==> src/rtl/demux_1_to_4.sv <==
// Registered 1-to-4 stream distributor with a one-entry holding register per channel.
// Optional broadcast to all four channels is enabled with `define DEMUX_BROADCAST_EN.
module demux_1_to_4 #(
    parameter int unsigned data_width = 32
) (
    input  logic                    clk,
    input  logic                    reset_n,
    input  logic [data_width-1:0]   in_data,
    input  logic [1:0]              in_dest,
    input  logic                    in_valid,
    output logic                    in_ready,
`ifdef DEMUX_BROADCAST_EN
    input  logic                    in_bcast,
`endif
    output logic [4*data_width-1:0] out_data,
    output logic [3:0]              out_valid,
    input  logic [3:0]              out_ready
);

    localparam int unsigned NUM_CH = 4;

    logic [NUM_CH-1:0]     valid_q;
    logic [NUM_CH-1:0]     valid_d;
    logic [data_width-1:0] hold_q [NUM_CH];
    logic [data_width-1:0] hold_d [NUM_CH];
    logic [NUM_CH-1:0]     ch_free_c;
    logic [NUM_CH-1:0]     wr_sel_c;

    // A channel can take a word if it is empty or is being drained this cycle.
    always_comb begin
        ch_free_c = ~valid_q | out_ready;
        in_ready  = ch_free_c[in_dest];
        wr_sel_c  = '0;
`ifdef DEMUX_BROADCAST_EN
        if (in_bcast) begin
            in_ready = &ch_free_c;
        end
        if (in_valid && in_ready) begin
            wr_sel_c = in_bcast ? {NUM_CH{1'b1}} : (NUM_CH'(1) << in_dest);
        end
`else
        if (in_valid && in_ready) begin
            wr_sel_c = NUM_CH'(1) << in_dest;
        end
`endif
    end

    // Per-channel next state: a write wins over a drain so refill has no bubble.
    always_comb begin
        valid_d = valid_q;
        for (int k = 0; k < NUM_CH; k++) begin
            hold_d[k] = hold_q[k];
            if (wr_sel_c[k]) begin
                valid_d[k] = 1'b1;
                hold_d[k]  = in_data;
            end else if (valid_q[k] && out_ready[k]) begin
                valid_d[k] = 1'b0;
            end
        end
    end

    always_ff @(posedge clk or negedge reset_n) begin
        if (!reset_n) begin
            valid_q <= '0;
            for (int k = 0; k < NUM_CH; k++) begin
                hold_q[k] <= '0;
            end
        end else begin
            valid_q <= valid_d;
            for (int k = 0; k < NUM_CH; k++) begin
                hold_q[k] <= hold_d[k];
            end
        end
    end

    assign out_valid = valid_q;

    for (genvar g = 0; g < NUM_CH; g++) begin : g_out
        assign out_data[g*data_width +: data_width] = hold_q[g];
    end

endmodule

==> config.mk <==
export PLATFORM = sky130hd
export DESIGN_NAME = demux_1_to_4
export DESIGN_NICKNAME = d
export VERILOG_FILES = /design/src/rtl/demux_1_to_4.sv
export SDC_FILE = /design/constraint.sdc
export NUM_CORES = 1
export LEC_CHECK = 0
export ABC_AREA = 1
export BUFFER_PORTS_ARGS = -buffer_cell sky130_fd_sc_hd__buf_2
export CORE_UTILIZATION = 55
export CTS_CLUSTER_SIZE = 28
export DETAILED_ROUTE_END_ITERATION = 8
export GPL_ROUTABILITY_DRIVEN = 0
export GPL_TIMING_DRIVEN = 1
export PLACE_DENSITY = 0.94
export REMOVE_ABC_BUFFERS = 1
export SLEW_MARGIN = 15
export SYNTH_ARGS = -nofsm -noshare
export SYNTH_HDL_FRONTEND = slang
export SYNTH_SLANG_ARGS = --single-unit
==> constraint.sdc <==
create_clock -name clk -period 2.4 [get_ports clk]
set_input_delay 0.36 -clock clk [delete_from_list [all_inputs] [get_ports clk]]
set_output_delay 0.36 -clock clk [all_outputs]
set_load 0.01 [all_outputs]
After elaboration in Yosys (flattened, before gate mapping)
Index checks and enable logic that the tools add are counted.

cells by class
  equal/unequal tests = 0
  $add $sub $neg = 0
  reductions and logical operators = 9
  div/mod/pow operators = 0
  magnitude comparators = 1
  multiplexer cells = 11
  shifts and indexed selects = 1
  multipliers = 0
  bitwise operators = 2

operator list
  kind                 number
  $mux 1               9
  $reduce_bool 2->1    4
  $logic_and 1x1->1    5
  $mux 4               1
  $not 4->4            1
  $or 4x4->4           1
  $shl 1x2->4 const A  1
  $lt 2x3->1 const B   1
  $bmux 1 s2           1

word-level totals
  bits in writable memories = 0
  register bits after elaboration = 132
  latch bits = 0
  memories kept = 0
  logic and storage cells = 32
  bits in read-only memories = 0
  input port bits = 41

Depth between registers and ports, before layout
Gate-level depths: netlist of run 1.

  word-level depth = 7
  depth in mapped cells = 9

Worst setup path before layout of run 1
OpenSTA, ideal clock, no wires.

  path type = input to register
  start = input in_dest[1]
  end = register hold_q (netlist bit out_data[61])
  setup slack = 945 ps
  buffers on the path = 2
  arrival = 1338 ps
  cell stages on the path = 8
  cell sequence = nor2_1 nand2_1 nand2_1 nor2_4 buf_2 buf_4 nand4_1 nand2_1

between the ends
  longest elaborated chain between the ends = 4
  elaborated cells between the ends (all ways) = 5

RTL lines
  what                           RTL line  RTL
  start, declared                9         input logic [1:0] in_dest,
  $bmux 1 s2                     32        in_ready = ch_free_c[in_dest];
  $mux 1 (implied by the code)   32
  $logic_and 1x1->1              42        if (in_valid && in_ready) begin
  $mux 4 (*)                     42
  end signal, assigned by index  71        hold_q[k] <= hold_d[k];
  end, declared                  24        logic [data_width-1:0] hold_q [NUM_CH];

Mark *: on every way between the ends. The rest lies on a longest branch, timed or not. The select of a mux whose other input is x is not followed.
A chain may end at the register's enable or synchronous reset.

Worst setup path after layout of run 1
  start = register valid_q[0] (netlist: out_valid[0])
  end = output in_ready

between the ends
  longest elaborated chain between the ends = 4

RTL lines
  what                          RTL line  RTL
  start, declared               22        logic [NUM_CH-1:0] valid_q;
  start signal, assigned        69        valid_q <= valid_d;
  $not 4->4                     31        ch_free_c = ~valid_q | out_ready;
  $or 4x4->4                    31
  $bmux 1 s2                    32
  $mux 1 (implied by the code)  32
  end, declared                 11        output logic in_ready,

No other way between the ends. The select of a mux whose other input is x is not followed.

==> impl_metrics.yaml, run 1 <==
worst_setup_path:
  reg2reg_slack_ns: 0.54
  crit_path_cell_trace: "inv_1 -> nor2_1 -> nand2_1 -> nand2_1 -> nor2_4 -> buf_12 -> buf_2"
  slowest_delay_ns: 0.39
  critPathCaptureType: "output pin"
  crit_family: "buffers and inverters"
  r2r-start: "out_valid[0]$_DFFE_PN0P_"
  start_kind: "flip-flop"
  crit_fanout: 45
  cpMostUsedCell: "nand2_1"
  crit_required_ns: 2.04
  crit_type: "flip-flop to output pin"
  worst-path-buf-inv: 3
  reg2reg_depth: 10
  worstPathArrival_ns: 1.84
  reg2reg_to: "out_data[84]$_DFFE_PN0P_"
  slowest_stage: "dfrtp_1"
synthesis:
  async_flop_share: 1.00
  yosysUniqueCellTypes: 14
  synth_top_area_frac: 0.604
  yosys_most_used_dff: "dfrtp_1"
  synth_top_area_cell: "dfrtp_1"
  synth_top_cells_by_area: "dfrtp_1 60%, nand2_1 18%, nand4_1 15%"
  synth.most_common_cell: "nand2_1"
  ys_top_cells_by_count: "263 x nand2_1, 132 x dfrtp_1, 128 x nand4_1"
  synth_edf_count: 0
  synth_area_mm2: 0.00547
  ys_ff_latch: 132
  synthCells: 599
  yosysSeqAreaShare: 0.604
  avgSynthCellArea_um2: 9.13
  ys_warn_count: 0
global_route:
  antenna_found_initial: 0
  grt_pass1_vias: 5004
  grt_pass1_wl_um: 24700
  grt_max_degree: 90
  grt_overflow_total: 0
  track_usage: 0.319
sta:
  slew_headroom: 0.442
  period_needed_ns: 2.20
  slew_viol_final: 0
  rsz0062_at_grt: "no"
  worst_pin_slew_ns: 0.837
  finalCritPeriodShare: 0.918
  tns_ns: 0
  report.final.setup_viol: 0
  fmax_ghz: 0.454
  hold_viol: 0
  skew_ns: 0.0115
power_and_ir_drop:
  ir_drop_mv: 0.502
  p_per_area_mw_per_mm2: 938
  p_leak_nw: 3.94
  total_power_mw: 6.61
floorplan:
  initial_core_util: 0.562
  dieArea_mm2: 0.0104
  dieHeight_um: 102
  num_io_pins: 174
  die_w_um: 102
  rows: 36
  core_area_mm2: 0.00973
cells_and_area:
  fin_nets: 801
  design_area_mm2: 0.00705
  drive_above_1_share: 0.303
  n_fill_cell: 718
  syn_to_final_growth_pct: 28.8
  antennaDiodeCount: 0
detailed_routing:
  via_count: 5280
  wl_um: 16200
  wl_per_cell_um: 17.9
  postRouteAntennaNets: 0
  detail_route.first_pass.iterations: 5
  vias_per_cell: 5.83
  drtIter0Drc: 380
  drcViolationCount: 0
worst_hold_path:
  min_from: "out_ready[3]"
  min_path_type: "input pin to flip-flop"
  holdPathEnd: "out_valid[3]$_DFFE_PN0P_"
  hold_path_depth: 2
place:
  portBuffers: 173
  post-dp-hpwl_um: 10400
  placed_area_mm2: 0.00646
clock_tree:
  clk_pin_slew_ns: 0.06
  htree_levels: 4
  cts_buffer_depth: 2
  cts-resized-gates: 0
  cts-buffers-inserted: 17
  clock-sinks: 132
  cts-root-buf: "clkbuf_8"
  tritoncts: "yes"
  clk_latency_ns: 0.52
status:
  status: "finished clean"
job:
  drv_cap: 0
-- worst max-delay path by stage --
| stage | from | end | depth (start not counted) |
|---|---|---|---|
| floorplan | in_dest[1] | out_data[0]$_DFFE_PN0P_ | 7 |
| global placement | in_dest[0] | in_ready | 8 |
| detailed placement | in_dest[0] | in_ready | 8 |
| CTS | out_valid[0]$_DFFE_PN0P_ | in_ready | 7 |
| global route | out_valid[3]$_DFFE_PN0P_ | in_ready | 7 |
| finish | out_valid[0]$_DFFE_PN0P_ | in_ready | 7 |
-- state kept, by name, indices dropped and copies added, names as in the netlist --
name	count
out_data	128
out_valid	4
-- kinds of logic (layout without fill, tap and decap cells) --
logic type      after synthesis  count (layout)  share of synthesized area
compound gates                4               4                    0.00366
buf+inv                      60             234                     0.0508
flops                       132             132                      0.604
simple gates                403             403                      0.342
-- repair_timing --
item	in CTS	in global routing
endpoints found under the hold margin	42	0
endpoints found under the setup margin	0	1
setup buffers	0	2
hold buffers	1	0
-- routing by layer --
metal	global-route usage	up-vias	wire, µm
met4	0.135	0	376
met5	0	-	0
met1	0.404	2568	6230
met3	0.0807	40	1470
li1	-	2351	-
met2	0.522	321	8130
-- where the power goes --
group          internal (mW)  total, mW  leakage [nW]  switching [mW]
Combinational          0.530       1.40          2.04           0.866
Clock                   1.31       2.30         0.247           0.995
Sequential              2.65       2.91          1.65           0.259
Total                   4.49       6.61          3.94            2.12
-- stage by stage --
step / hold WS (ns) / util / worst slack (ns) / std cells
5_1_grt: 0.0419 / 0.724 / 0.0527 / 906
4_1_cts: 0.0271 / 0.720 / 0.00238 / 903
3_5_place_dp: 0.397 / 0.664 / 0.446 / 870
2_1_floorplan: 0.0644 / - / -1.12 / 546
3_3_place_gp: 0.384 / 0.664 / 0.481 / 870
6_report: 0.0360 / 0.724 / 0.196 / 906
-- worst reg2reg max path, delay by kind of cell, from the launching register on --
family	cells	cell delay, ns
buffers and inverters	3	0.54
flip-flops	1	0.39
AND/OR/NAND/NOR	7	0.83
-- area by class of cell --
class,instances,area (µm²),area share
sequential,132,3300,0.469
clock inverter,13,104,0.0147
inverter,7,26.3,0.00373
tap,133,166,0.0236
multi-input combinational,407,1910,0.271
clock buffer,19,432,0.0613
timing repair buffer,195,1110,0.157
-- cells in the final DEF (no fill, tap or decap), types with 5 or more instances in the layout --
cell type / Yosys / routed
buf_2: 18 / 171
buf_4: 8 / 18
clkbuf_16: 0 / 17
clkinvlp_4: 0 / 5
dfrtp_1: 132 / 132
inv_1: 6 / 6
nand2_1: 263 / 263
nand4_1: 128 / 128
No activity file was read; power rests on OpenSTA's default activity.
==> run 2, diff against run 1 <==
BUFFER_PORTS_ARGS = -buffer_cell sky130_fd_sc_hd__buf_4   (was -buffer_cell sky130_fd_sc_hd__buf_2)
==> run 2 against run 1 <==
Net effect:
- core utilization increased by 5.1 points
- worst setup slack got worse by 0.088 ns
- non-clock buffer count decreased by 7
- critical endpoint unchanged
==> impl_metrics.yaml, run 2 (same netlist as run 1, synthesis figures left out) <==
status:
  status: "finished clean"
clock_tree:
  htree_levels: 4
  cts_buffer_depth: 2
  clk_pin_slew_ns: 0.06
  cts-root-buf: "clkbuf_8"
  cts-buffers-inserted: 17
  post_cts_buffers: 0
  clk_latency_ns: 0.53
  tritoncts: "yes"
  clock-sinks: 132
sta:
  skew_ns: 0.00511
  tns_ns: 0
  worst_pin_slew_ns: 0.677
  hold_viol: 0
  report.final.setup_viol: 0
  slew_viol_final: 0
  whs_ns: 0.0239
  finalCritPeriodShare: 0.955
  rsz0062_at_grt: "no"
  slew_headroom: 0.549
  period_needed_ns: 2.29
  worst_slack_ns: 0.108
  fmax_ghz: 0.436
detailed_routing:
  drcViolationCount: 0
  via_count: 5351
  wl_per_cell_um: 18.6
  wl_um: 16700
  postRouteAntennaNets: 0
  wl_met2_um: 8110
  drt-met1-wl_um: 6360
  wl_met3_um: 1820
  detail_route.first_pass.iterations: 5
  top_layer_used: "met4"
  vias_per_cell: 5.95
  drtIter0Drc: 354
cells_and_area:
  syn_to_final_growth_pct: 37.8
  largest_reg_flops: 128
  fin_cells: 899
  antennaDiodeCount: 0
  n_fill_cell: 666
  final_common_cell: "nand2_1"
  final_cell_mix: "263 x nand2_1, 182 x buf_4, 132 x dfrtp_1, 128 x nand4_1, 17 x clkbuf_16"
  drive_above_1_share: 0.298
  design_area_mm2: 0.00754
  fin_nets: 794
  final_util: 0.775
place:
  post-place-ws_ns: 0.410
  post-dp-hpwl_um: 9960
  placed_area_mm2: 0.00685
  portBuffers: 173
  dp_cells: 865
global_route:
  antenna_found_initial: 0
  grt_pass1_wl_um: 25500
  grt_pass1_vias: 4928
  track_usage: 0.325
  grt_max_degree: 133
  grt_overflow_total: 0
worst_setup_path:
  cpMostUsedCell: "nand2_1"
  crit_type: "flip-flop to output pin"
  crit_required_ns: 2.04
  start_kind: "flip-flop"
  critPathCaptureType: "output pin"
  worstPathArrival_ns: 1.93
  crit_fanout: 53
  reg2reg_depth: 10
  crit_family: "buffers and inverters"
  slowest_delay_ns: 0.40
  cp_num_cells: 7
  slowest_stage: "dfrtp_1"
  crit_path_cell_trace: "inv_1 -> nor2_1 -> nand2_1 -> nand2_1 -> nor2_4 -> clkbuf_16 -> buf_4"
  worst-path-buf-inv: 3
power_and_ir_drop:
  ir_drop_mv: 0.606
  p_leak_nw: 4.08
  total_power_mw: 7.47
  p_per_area_mw_per_mm2: 992
floorplan:
  rows: 36
  dieHeight_um: 102
  dieArea_mm2: 0.0104
  die_w_um: 102
  initial_core_util: 0.562
  core_area_mm2: 0.00973
  num_io_pins: 174
job:
  drv_cap: 0
worst_hold_path:
  hold_path_depth: 2
  min_path_type: "input pin to flip-flop"
-- run 2: power breakdown --
part           switching, mW  total [mW]  internal, mW
combinational          0.878        1.64         0.762
clock                  0.973        2.89          1.92
sequential             0.288        2.94          2.65
total                   2.14        7.47          5.33
-- run 2: area by class of cell --
cell class / count / area (µm²) / area share
Timing Repair Buffer: 188 / 1470 / 0.195
Inverter: 7 / 26.3 / 0.00349
Clock inverter: 14 / 233 / 0.0309
Clock buffer: 18 / 428 / 0.0568
Tap cell: 133 / 166 / 0.0221
Multi-Input combinational cell: 407 / 1910 / 0.253
Sequential cell: 132 / 3300 / 0.438
-- run 2: timing repair --
action | 4_1_cts | 5_1_grt
endpoints found under the hold margin | 89 | 0
endpoints found under the setup margin | 0 | 1
hold buffers | 1 | 0
resized for setup | 0 | 2
-- run 2: path summary, 6_finish.rpt --
| path | start | endpoint | slack [ns] |
|---|---|---|---|
| max | out_valid[0]$_DFFE_PN0P_ | in_ready | 0.11 |
| min | out_ready[2] | out_valid[2]$_DFFE_PN0P_ | 0.02 |
| max reg2reg | out_valid[0]$_DFFE_PN0P_ | out_data[112]$_DFFE_PN0P_ | 0.52 |
| min reg2reg | out_data[120]$_DFFE_PN0P_ | out_data[120]$_DFFE_PN0P_ | 0.47 |
| max in group asynchronous | reset_n | out_data[15]$_DFFE_PN0P_ | 1.39 |
| min in group asynchronous | reset_n | out_data[23]$_DFFE_PN0P_ | 0.51 |
-- run 2: metal layers --
metal  up-vias  track usage
met5         -            0
met4         0        0.127
met3        51       0.0876
met2       387        0.511
met1      2576        0.433
li1       2337            -
==> run 3, diff against run 2 <==
HOLD_SLACK_MARGIN = 0.05   (was unset)
SETUP_SLACK_MARGIN = 0.2   (was unset)
==> run 3 against run 2 <==
Net effect:
- clock skew is essentially flat
- fmax grew 8.6%
- non-clock buffer count increased by 4
- critical path depth increased by 1
- first-iteration DRC count shrank 2.5%
- register-to-register slack better by 0.03 ns
- combinational power about the same
- hold slack better by 0.033 ns
- die area is the same
- clock power is essentially flat
- core utilization up 0.78 points
- largest power group unchanged
==> impl_metrics.yaml, run 3 (same netlist as run 1, synthesis figures left out) <==
status:
  status: "finished clean"
detailed_routing:
  wl_um: 17100
  detail_route.first_pass.iterations: 5
  wl_per_cell_um: 18.9
  via_count: 5357
  drtIter0Drc: 345
  postRouteAntennaNets: 0
  vias_per_cell: 5.93
  drcViolationCount: 0
worst_setup_path:
  slowest_delay_ns: 0.54
  critPathCaptureType: "output pin"
  crit_path_cell_trace: "dlygate4sd3_1 -> buf_4 -> nor2_1 -> nand2_1 -> nand2_1 -> nor2_4 -> buf_12 -> buf_4"
  worst-path-buf-inv: 4
  crit_family: "buffers and inverters"
  worstPathArrival_ns: 1.75
  crit_type: "input pin to output pin"
  crit_required_ns: 2.04
  slowest_stage: "dlygate4sd3_1"
  crit_fanout: 27
  start_kind: "input pin"
floorplan:
  initial_core_util: 0.562
  dieHeight_um: 102
  dieArea_mm2: 0.0104
  die_w_um: 102
  num_io_pins: 174
  core_area_mm2: 0.00973
  rows: 36
global_route:
  grt_pass1_vias: 5087
  use_met1: 0.436
  track_usage: 0.337
  gr-usage-met2: 0.534
  grt.busiest_layer: "met2"
  grtUsageMet3: 0.0994
  grt_max_degree: 133
  grt_overflow_total: 0
  grt_pass1_wl_um: 26300
  antenna_found_initial: 0
cells_and_area:
  final_cell_mix: "263 x nand2_1, 183 x buf_4, 132 x dfrtp_1, 128 x nand4_1, 16 x clkbuf_16"
  fin_cells: 903
  design_area_mm2: 0.00761
  final_util: 0.783
  fin_nets: 798
  drive_above_1_share: 0.299
  antennaDiodeCount: 0
  largest_reg_flops: 128
  final_common_cell: "nand2_1"
  syn_to_final_growth_pct: 39.1
clock_tree:
  tritoncts: "yes"
  clk_pin_slew_ns: 0.06
  cts-resized-gates: 0
  cts-buffers-inserted: 17
  clk_latency_ns: 0.53
  clock-sinks: 132
  cts-root-buf: "clkbuf_8"
  cts_buffer_depth: 2
  htree_levels: 4
sta:
  slew_headroom: 0.517
  tns_ns: 0
  worst_slack_ns: 0.289
  worst_pin_slew_ns: 0.725
  slew_viol_final: 0
  period_needed_ns: 2.11
  hold_viol: 0
  finalCritPeriodShare: 0.880
  report.final.setup_viol: 0
  whs_ns: 0.0571
  fmax_ghz: 0.474
  skew_ns: 0.00485
  rsz0062_at_grt: "no"
job:
  drv_cap: 0
place:
  dp_cells: 865
  post-dp-hpwl_um: 9960
  post-place-ws_ns: 0.410
  placed_area_mm2: 0.00685
  portBuffers: 173
power_and_ir_drop:
  pwr-share-clk: 0.386
  sw_frac_of_total: 0.286
  p_leak_nw: 4.13
  combPwrFrac: 0.222
  p_int_mw: 5.35
  p_sw_mw: 2.15
  p_per_area_mw_per_mm2: 985
  seqPwrFrac: 0.393
  ir_drop_mv: 0.603
  total_power_mw: 7.50
worst_hold_path:
  min_path_type: "input pin to flip-flop"
[run 3: changes by cell type in the layout (fill, tap and decap cells not counted), sizes merged]
cell / change
clkbuf: -1
dlygate4sd3: +2
bufbuf: +2
buf: +1
[run 3: what timing repair did]
| item | 4_1_cts | 5_1_grt |
|---|---|---|
| endpoints found under the setup margin | 1 | 1 |
| hold endpoints to repair | 134 | 0 |
| hold buffers | 3 | 0 |
| cloned | 2 | 0 |
| pin swaps | 1 | 1 |
| buffers inserted | 0 | 1 |
[run 3: power by group through the flow]
stage | combinational [mW] | clock [mW] | sequential (mW)
floorplan | 0.412 | 0 | 3.11
global placement | 1.56 | 0 | 2.94
detailed placement | 1.62 | 0 | 2.95
CTS | 1.66 | 2.89 | 2.93
global route | 1.81 | 2.99 | 2.97
finish | 1.66 | 2.89 | 2.94
[run 3: area by class of cell]
cell class / count / area [µm²]
Sequential cell: 132 / 3300
Fill cell: 660 / 2120
Multi-Input combinational cell: 407 / 1910
Timing Repair Buffer: 192 / 1550
Clock buffer: 18 / 428
Clock inverter: 14 / 233
Tap cell: 133 / 166
Inverter: 7 / 26.3
[run 3: worst paths after layout]
| path | start | end | slack (ns) | cells past startpoint |
|---|---|---|---|---|
| hold / removal | out_ready[3] | out_valid[3]$_DFFE_PN0P_ | 0.06 | 2 |
| setup reg to reg | out_valid[0]$_DFFE_PN0P_ | out_data[16]$_DFFE_PN0P_ | 0.55 | 10 |
| setup / recovery | out_ready[0] | in_ready | 0.29 | 8 |
| min in group asynchronous | reset_n | out_data[23]$_DFFE_PN0P_ | 0.47 | 3 |
| max in group asynchronous | reset_n | out_data[18]$_DFFE_PN0P_ | 1.36 | 3 |
| hold reg to reg | out_data[25]$_DFFE_PN0P_ | out_data[25]$_DFFE_PN0P_ | 0.48 | 2 |
[run 3: routing by layer]
layer / vias up / routed length [µm]
li1: 2347 / -
met1: 2595 / 6380
met2: 360 / 8370
met3: 55 / 1870
met4: 0 / 472
met5: - / 0
